--- config.mk ---
export PLATFORM = sky130hd
export DESIGN_NAME = vx_smem_serializer
export DESIGN_NICKNAME = d
export VERILOG_FILES = /design/src/rtl/vx_smem_serializer.sv
export SDC_FILE = /design/constraint.sdc
export NUM_CORES = 2
export LEC_CHECK = 0
export ABC_AREA = 0
export BUFFER_PORTS_ARGS = -buffer_cell sky130_fd_sc_hd__buf_2
export CORE_AREA = 3 3 339 341
export DETAILED_ROUTE_END_ITERATION = 6
export DIE_AREA = 0 0 342 344
export HOLD_SLACK_MARGIN = 0.02
export PLACE_DENSITY = 0.43
export SLEW_MARGIN = 25
export SYNTH_ARGS = -nofsm -noshare
export SYNTH_HDL_FRONTEND = slang
export SYNTH_SLANG_ARGS = --single-unit
--- constraint.sdc ---
create_clock -name clk -period 5.05 [get_ports clk]
set_clock_uncertainty 0.05 [all_clocks]
set_input_delay 1.01 -clock clk [delete_from_list [all_inputs] [get_ports clk]]
set_output_delay 1.01 -clock clk [all_outputs]
set_load 0.01 [all_outputs]
--- src/rtl/vx_smem_serializer.sv ---
// rtl/vx_smem_serializer.sv - shared-memory bank serializer: per-lane bank issue, read gather, batch response
module vx_smem_serializer #(
    parameter int LANES      = 4,
    parameter int NUM_BANKS  = 4,
    parameter int DATA_SIZE  = 4,
    parameter int ADDR_WIDTH = 30,
    parameter int TAG_WIDTH  = 8,
    localparam int DATA_WIDTH      = 8 * DATA_SIZE,
    localparam int LOG_BANKS       = $clog2(NUM_BANKS),
    localparam int LANE_BITS       = (LANES > 1) ? $clog2(LANES) : 1,
    localparam int BANK_ADDR_WIDTH = ADDR_WIDTH - LOG_BANKS
) (
    input  logic                                 clk,
    input  logic                                 reset,
    input  logic [LANES-1:0]                     req_valid,
    input  logic [LANES-1:0]                     req_rw,
    input  logic [LANES*DATA_SIZE-1:0]           req_byteen,
    input  logic [LANES*ADDR_WIDTH-1:0]          req_addr,
    input  logic [LANES*DATA_WIDTH-1:0]          req_data,
    input  logic [LANES*TAG_WIDTH-1:0]           req_tag,
    output logic [LANES-1:0]                     req_ready,
    output logic [NUM_BANKS-1:0]                 bank_req_valid,
    output logic [NUM_BANKS-1:0]                 bank_req_rw,
    output logic [NUM_BANKS*DATA_SIZE-1:0]       bank_req_byteen,
    output logic [NUM_BANKS*BANK_ADDR_WIDTH-1:0] bank_req_addr,
    output logic [NUM_BANKS*DATA_WIDTH-1:0]      bank_req_data,
    output logic [NUM_BANKS*LANE_BITS-1:0]       bank_req_lane,
    input  logic [NUM_BANKS-1:0]                 bank_req_ready,
    input  logic [NUM_BANKS-1:0]                 bank_rsp_valid,
    input  logic [NUM_BANKS*LANE_BITS-1:0]       bank_rsp_lane,
    input  logic [NUM_BANKS*DATA_WIDTH-1:0]      bank_rsp_data,
    output logic                                 rsp_valid,
    output logic [LANES-1:0]                     rsp_tmask,
    output logic [LANES*DATA_WIDTH-1:0]          rsp_data,
    output logic [TAG_WIDTH-1:0]                 rsp_tag,
    input  logic                                 rsp_ready
);

    typedef enum logic [1:0] {S_IDLE, S_ISSUE, S_WAIT, S_RESP} state_t;

    state_t                 state;
    logic [LANES-1:0]       pending;
    logic [LANES-1:0]       outstanding;
    logic [LANES-1:0]       vmask;
    logic                   rw_r;
    logic [TAG_WIDTH-1:0]   tag_r;
    logic [ADDR_WIDTH-1:0]  addr_r   [LANES];
    logic [DATA_WIDTH-1:0]  data_r   [LANES];
    logic [DATA_SIZE-1:0]   byteen_r [LANES];
    logic [DATA_WIDTH-1:0]  rdata_r  [LANES];

    logic                   first_rw;
    logic [TAG_WIDTH-1:0]   first_tag;
    logic                   first_found;
    logic [NUM_BANKS-1:0]   sel_valid;
    logic [LANE_BITS-1:0]   sel_lane [NUM_BANKS];
    logic [LANES-1:0]       grant;
    logic [LANES-1:0]       rsp_hit;
    logic [NUM_BANKS-1:0]   rsp_claimed;
    logic [DATA_WIDTH-1:0]  rsp_wdata [LANES];
    logic [LANES-1:0]       pending_n;
    logic [LANES-1:0]       outstanding_n;

    // Batch-wide rw and tag come from the lowest valid lane.
    always_comb begin
        first_rw    = 1'b0;
        first_tag   = '0;
        first_found = 1'b0;
        for (int l = 0; l < LANES; l++) begin
            if (req_valid[l] && !first_found) begin
                first_rw    = req_rw[l];
                first_tag   = req_tag[l*TAG_WIDTH +: TAG_WIDTH];
                first_found = 1'b1;
            end
        end
    end

    // Per bank: lowest pending lane mapped to that bank wins this cycle.
    always_comb begin
        grant = '0;
        for (int b = 0; b < NUM_BANKS; b++) begin
            sel_valid[b] = 1'b0;
            sel_lane[b]  = '0;
            for (int l = 0; l < LANES; l++) begin
                if (state == S_ISSUE && pending[l] && !sel_valid[b]
                    && addr_r[l][LOG_BANKS-1:0] == LOG_BANKS'(b)) begin
                    sel_valid[b] = 1'b1;
                    sel_lane[b]  = LANE_BITS'(l);
                end
            end
            if (sel_valid[b] && bank_req_ready[b])
                grant[sel_lane[b]] = 1'b1;
        end
    end

    always_comb begin
        for (int b = 0; b < NUM_BANKS; b++) begin
            bank_req_valid[b] = sel_valid[b];
            bank_req_rw[b]    = rw_r;
            bank_req_byteen[b*DATA_SIZE +: DATA_SIZE]             = byteen_r[sel_lane[b]];
            bank_req_addr[b*BANK_ADDR_WIDTH +: BANK_ADDR_WIDTH]   = addr_r[sel_lane[b]][ADDR_WIDTH-1:LOG_BANKS];
            bank_req_data[b*DATA_WIDTH +: DATA_WIDTH]             = data_r[sel_lane[b]];
            bank_req_lane[b*LANE_BITS +: LANE_BITS]               = sel_lane[b];
        end
    end

    // Responses only land on lanes still marked outstanding; anything else is dropped.
    always_comb begin
        rsp_hit     = '0;
        rsp_claimed = '0;
        for (int l = 0; l < LANES; l++)
            rsp_wdata[l] = rdata_r[l];
        for (int b = 0; b < NUM_BANKS; b++) begin
            for (int l = 0; l < LANES; l++) begin
                if (bank_rsp_valid[b] && outstanding[l]
                    && bank_rsp_lane[b*LANE_BITS +: LANE_BITS] == LANE_BITS'(l)) begin
                    rsp_hit[l]     = 1'b1;
                    rsp_claimed[b] = 1'b1;
                    rsp_wdata[l]   = bank_rsp_data[b*DATA_WIDTH +: DATA_WIDTH];
                end
            end
        end
        pending_n     = pending & ~grant;
        outstanding_n = (outstanding & ~rsp_hit) | (rw_r ? '0 : grant);
    end

    always_ff @(posedge clk or negedge reset) begin
        if (!reset) begin
            state       <= S_IDLE;
            pending     <= '0;
            outstanding <= '0;
            vmask       <= '0;
            rw_r        <= 1'b0;
            tag_r       <= '0;
            for (int l = 0; l < LANES; l++) begin
                addr_r[l]   <= '0;
                data_r[l]   <= '0;
                byteen_r[l] <= '0;
                rdata_r[l]  <= '0;
            end
        end else begin
            case (state)
                S_IDLE: begin
                    if (|req_valid) begin
                        pending     <= req_valid;
                        vmask       <= req_valid;
                        outstanding <= '0;
                        rw_r        <= first_rw;
                        tag_r       <= first_tag;
                        for (int l = 0; l < LANES; l++) begin
                            addr_r[l]   <= req_addr[l*ADDR_WIDTH +: ADDR_WIDTH];
                            data_r[l]   <= req_data[l*DATA_WIDTH +: DATA_WIDTH];
                            byteen_r[l] <= req_byteen[l*DATA_SIZE +: DATA_SIZE];
                            rdata_r[l]  <= '0;
                        end
                        state <= S_ISSUE;
                    end
                end
                S_ISSUE: begin
                    pending     <= pending_n;
                    outstanding <= outstanding_n;
                    for (int l = 0; l < LANES; l++)
                        rdata_r[l] <= rsp_wdata[l];
                    if (pending_n == '0)
                        state <= rw_r ? S_IDLE : S_WAIT;
                end
                S_WAIT: begin
                    outstanding <= outstanding_n;
                    for (int l = 0; l < LANES; l++)
                        rdata_r[l] <= rsp_wdata[l];
                    if (outstanding_n == '0)
                        state <= S_RESP;
                end
                S_RESP: begin
                    if (rsp_ready)
                        state <= S_IDLE;
                end
                default: state <= S_IDLE;
            endcase
        end
    end

    assign req_ready = {LANES{state == S_IDLE}};
    assign rsp_valid = (state == S_RESP);
    assign rsp_tmask = (state == S_RESP) ? vmask : '0;
    assign rsp_tag   = tag_r;

    always_comb begin
        for (int l = 0; l < LANES; l++)
            rsp_data[l*DATA_WIDTH +: DATA_WIDTH] = rdata_r[l];
    end

    always @(posedge clk) begin
        if (reset && state == S_IDLE) begin
            for (int l = 0; l < LANES; l++) begin
                if (req_valid[l]) begin
                    assert (req_rw[l] == first_rw && req_tag[l*TAG_WIDTH +: TAG_WIDTH] == first_tag)
                        else $error("vx_smem_serializer: lane %0d rw/tag disagree with lowest valid lane", l);
                end
            end
        end
        if (reset && |outstanding) begin
            assert ((bank_rsp_valid & ~rsp_claimed) == '0)
                else $error("vx_smem_serializer: bank response for a lane with no outstanding read");
        end
    end

endmodule

# --- Word-level counts from Yosys, hierarchy flattened ---
# Index checks and enable logic that the tools add are counted.
word_totals:
  regBits: 415
op_classes:
  magnitude_cmp: 12
  eq_ne: 35
  muxes: 133
  bitwise: 12
  n_reduce_logical: 113
op_table:
  columns: ["op", "count"]
  rows:
  - ["32-bit 2-to-1 mux", 24]
  - ["32-bit binary-select mux with 2-bit select", 4]
  - ["128-bit case mux with 2 select lines", 1]
  - ["30-bit binary-select mux with 2-bit select", 4]
  - ["30-bit 2-to-1 mux", 8]
  - ["128-bit 2-to-1 mux", 1]
  - ["1-bit logical AND", 75]
  - ["4-bit 2-to-1 mux", 16]
  - ["1-bit 2-to-1 mux", 47]
  - ["2-bit == test, second input constant", 18]
  - ["4-bit binary-select mux with 2-bit select", 4]
  - ["8-bit 2-to-1 mux", 4]
  - ["2-bit 2-to-1 mux", 13]
  - ["5-bit by 1-bit != test with 1-bit output, second input constant", 4]
  - ["2-bit by 1-bit == test with 1-bit output, second input constant", 9]
  - ["2-bit logical NOT", 9]
  - ["4-bit bitwise OR", 4]
  - ["4-bit case mux with 2 select lines", 2]
  - ["1-bit logical NOT", 15]
  - ["3-bit greater-or-equal comparator, second input constant", 4]
  - ["2-bit by 3-bit < comparator with 1-bit output, second input constant", 4]
  - ["2-bit NOT with 3-bit output", 4]
  - ["3-bit AND reduction", 4]
  - ["4-bit AND", 2]
  - ["other kinds (12)", 25]

# --- Longest topological paths before layout ---
logic_depth:
  ltp_word: 32
  mapped_depth: 12
  depth_no_buf: 9

# --- Worst setup path before layout ---
# Ideal clock, no wire load.
synth_path:
  path_kind: "register to output"
  from: "register (tool-made name)"
  to: "output bank_req_addr[100]"
  t_arrival_ps: 2260
  required_time_ps: 3990
  slack_ps: 1730
  path_stages_with_launch: 12
  path_cell_list: "dfrtp_1 -> inv_1 -> ha_1 -> buf_4 -> buf_2 -> and4_1 -> a31oi_1 -> nor2_1 -> nor2_1 -> clkbuf_1 -> nand2_1 -> nand2_1"
synth_lines:
  columns: ["item", "line", "source"]
  rows:
  - ["end, declared", "25", "output logic [NUM_BANKS*BANK_ADDR_WIDTH-1:0] bank_req_addr,"]

==> flow_summary.ini <==
[logic_synthesis]
synthTopCellsByArea = dfrtp_1 (42%), mux2_2 (12%), nand2_1 (10%)
synth_edf_count = 0
synth_top_family_by_area = compound AO/OA/AOI/OAI gates
syn_nets = 3143
synth_compound_area_share_pct = 21.2
synth_mux_area_share_pct = 17.3
synth_area_um2 = 24700
synth_cells = 2688
synthFlopType = dfrtp_1
synth_xor_area_share_pct = 0
yosysUniqueCellTypes = 52
ys_top_cells_by_count = nand2_1 (688), dfrtp_1 (415), mux2_2 (264), a222oi_1 (256), clkbuf_1 (186)
synth-seq-cells = 415
synthAdderAreaFrac_pct = 0.202
netlist.area_leader.share_pct = 42.0
synthSimpleGateAreaFrac_pct = 15.2
yosys.area.top_type = dfrtp_1
yosys_warnings = 0
synth-seq-area-share_pct = 42.0
synth.most_common_cell = nand2_1
avgSynthCellArea_um2 = 9.21
synthArstFlopShare_pct = 100

[clock_tree]
clockBufferDepth = 3
cts_buffers = 55
cts_root_buffer = clkbuf_16
clock_sinks = 415
cts_hold_buf = 0
cts_tree = done
clkLatencyLatePin_ps = 640
h-tree-depth = 2
clk_pin_slew_ps = 60

[place]
post-place-ws_ps = 513
gp_congestion = 0.889
port_buffers = 867
hpwl_mm = 97.3

[global_routing]
antenna_found_initial = 78
grt_overflow_total = 0
grt.total_usage_pct = 22.4
grt_pass1_wl_mm = 195
grt_pass1_vias = 25981
grt_max_degree = 83

[worst_setup_path]
slowest_stage = buf_4
path_class = flop to primary output
slowest_delay_ps = 780
endpoint = bank_req_addr[81]
cp_max_fo = 64
path_delay_family = buffers and inverters
reg2reg_slack_ps = 1540
critical_path_cell_count = 8
crit_required_ps = 3990
crit_path_cell_trace = inv_1 > ha_2 > nand4b_1 > nor2_4 > buf_4 > a222oi_1 > nand2_1 > buf_2
critPathArrivalTime_ps = 3810
path_buf_inv = 3
rr_worst_depth = 9
endpoint_kind = primary output
crit_path_start_kind = flop

[pwr]
peakVddDrop_uv = 296
pwr_density_cell_nw_per_um2 = 627
finalPower_mw = 20.7
p_leak_nw = 16.3

[detailed_routing]
routedWlPerCell_um = 27.7
viasPerCell = 5.33
drtIter0Drc = 3337
drc = 149
via_count = 26819
antenna_left = 0
wl_mm = 139
first_pass_iters = 7

[timing]
max_freq_mhz = 205
fin_crit_sh_pct = 96.4
fin_tns_setup_ps = 0
worst_slew_pin_slew_ps = 1110
final-setup-viol-count = 0
setup_ws_ps = 181
rsz0062_at_grt = false
hold_violations = 0
fin_crit_ps = 4870
slew_viol_final = 0
relSlewSlack_pct = 25.7

[worst_hold_path]
hp-class = input pin to asynchronous set/reset pin

[cells_and_area]
nFillCells = 12052
nets = 3883
drive_above_1_share_pct = 38.0
area_growth_pct = 33.1

[die]
coreArea_um2 = 112000
die_area_um2 = 118000
die_w_um = 342
rows = 123
io_pins = 868
die_y_um = 344
initial_utilization_pct = 22.1

[job]
timing.max_cap.violations = 0

[outcome]
status = finished with violations
failed_checks = DRC
what timing repair did:
| action | in CTS | in global routing |
|---|---|---|
| endpoints found under the setup margin | 85 | 5 |
| gates resized for setup | 1 | 2 |
| gates cloned | 0 | 0 |
| hold endpoints to repair | 0 | 0 |
| buffers inserted | 0 | 1 |
| pin swaps | 0 | 2 |
cells in the final DEF (no fill, tap or decap), types with 3 or more instances in the layout:
cell | synthesis | routed
buf_2 | 25 | 867
nand2_1 | 688 | 684
dfrtp_1 | 415 | 415
mux2_2 | 264 | 264
a222oi_1 | 256 | 256
o21ai_0 | 144 | 144
nor2_1 | 153 | 142
a21oi_1 | 134 | 134
a211oi_1 | 129 | 129
mux2i_1 | 128 | 128
diode_2 | 0 | 57
clkbuf_16 | 0 | 55
buf_4 | 8 | 37
buf_12 | 0 | 21
clkbuf_1 | 186 | 15
nand4b_1 | 13 | 13
clkbuf_8 | 0 | 13
inv_1 | 11 | 11
nor2_4 | 0 | 11
nand4_1 | 11 | 11
a22oi_1 | 10 | 10
a221oi_1 | 8 | 8
or2_2 | 7 | 7
nor3b_1 | 6 | 6
nand3_1 | 6 | 6
a22o_1 | 6 | 6
clkinv_2 | 0 | 6
and2_1 | 5 | 5
bufinv_16 | 0 | 5
nand4bb_1 | 4 | 4
nor4bb_4 | 0 | 3
nor4bb_1 | 6 | 3
nand2_2 | 0 | 3
ha_1 | 4 | 3
inv_6 | 0 | 3
clkinvlp_4 | 0 | 3
routing by layer:
metal,GRT usage (%),part of all wire [%]
met3,5.88,10
met4,9.95,4.8
met5,0,0.057
met2,36.5,46
met1,27.7,39
metrics by stage:
step	instances	hold WS [ps]	utilization, %	cell area (µm²)
after floorplan	2688	388	-	24700
after global placement	4868	408	27.5	30800
after detailed placement	4869	416	27.5	30900
after CTS	4971	353	29.2	32700
after global routing	5012	385	29.3	32900
final	5030	371	29.4	32900
final cells by class:
type | instances | area [µm²] | share of cell area [%]
diodes | 57 | 143 | 0.433
clock buffers | 83 | 1610 | 4.89
clock inverters | 19 | 269 | 0.817
inverters | 11 | 41.3 | 0.125
multi-input cells | 2018 | 13500 | 41.1
flip-flops and latches | 415 | 10400 | 31.5
well taps | 1500 | 1880 | 5.70
repair buffers | 927 | 5080 | 15.4
flip-flops by register name, summed over array words and instances, names as in the netlist, 4 cells and up, named ones only:
name / flops
byteen_r: 16
rsp_tag: 8
outstanding: 4
rsp_data: 128
addr_r: 120
pending: 4
vmask: 4
data_r: 128
worst min path at each step:
stage                           endpoint  slack (ps)
4_1_cts        rsp_data[112]$_DFFE_PN0P_         350
5_1_grt        rsp_data[114]$_DFFE_PN0P_         380
6_report       rsp_data[114]$_DFFE_PN0P_         370
3_5_place_dp   rsp_data[120]$_DFFE_PN0P_         420
3_3_place_gp      rsp_tag[5]$_DFFE_PN0P_         410
2_1_floorplan       vmask[3]$_DFFE_PN0P_         390
kinds of logic after synthesis:
| group | count (synthesis) |
|---|---|
| adders and majority gates | 4 |
| DFF | 415 |
| AOI/OAI and AO/OA | 701 |
| buffers and inverters | 255 |
| and+or+nand+nor | 919 |
| muxes | 394 |
power breakdown:
group / switching, mW / total, mW / leakage, nW / internal [mW]
combinational: 6.02 / 10.0 / 10.2 / 3.98
clock: 1.69 / 4.16 / 0.917 / 2.47
sequential: 1.91 / 6.51 / 5.16 / 4.60
total: 9.62 / 20.7 / 16.3 / 11.0
(Power assumes the default switching activity.)
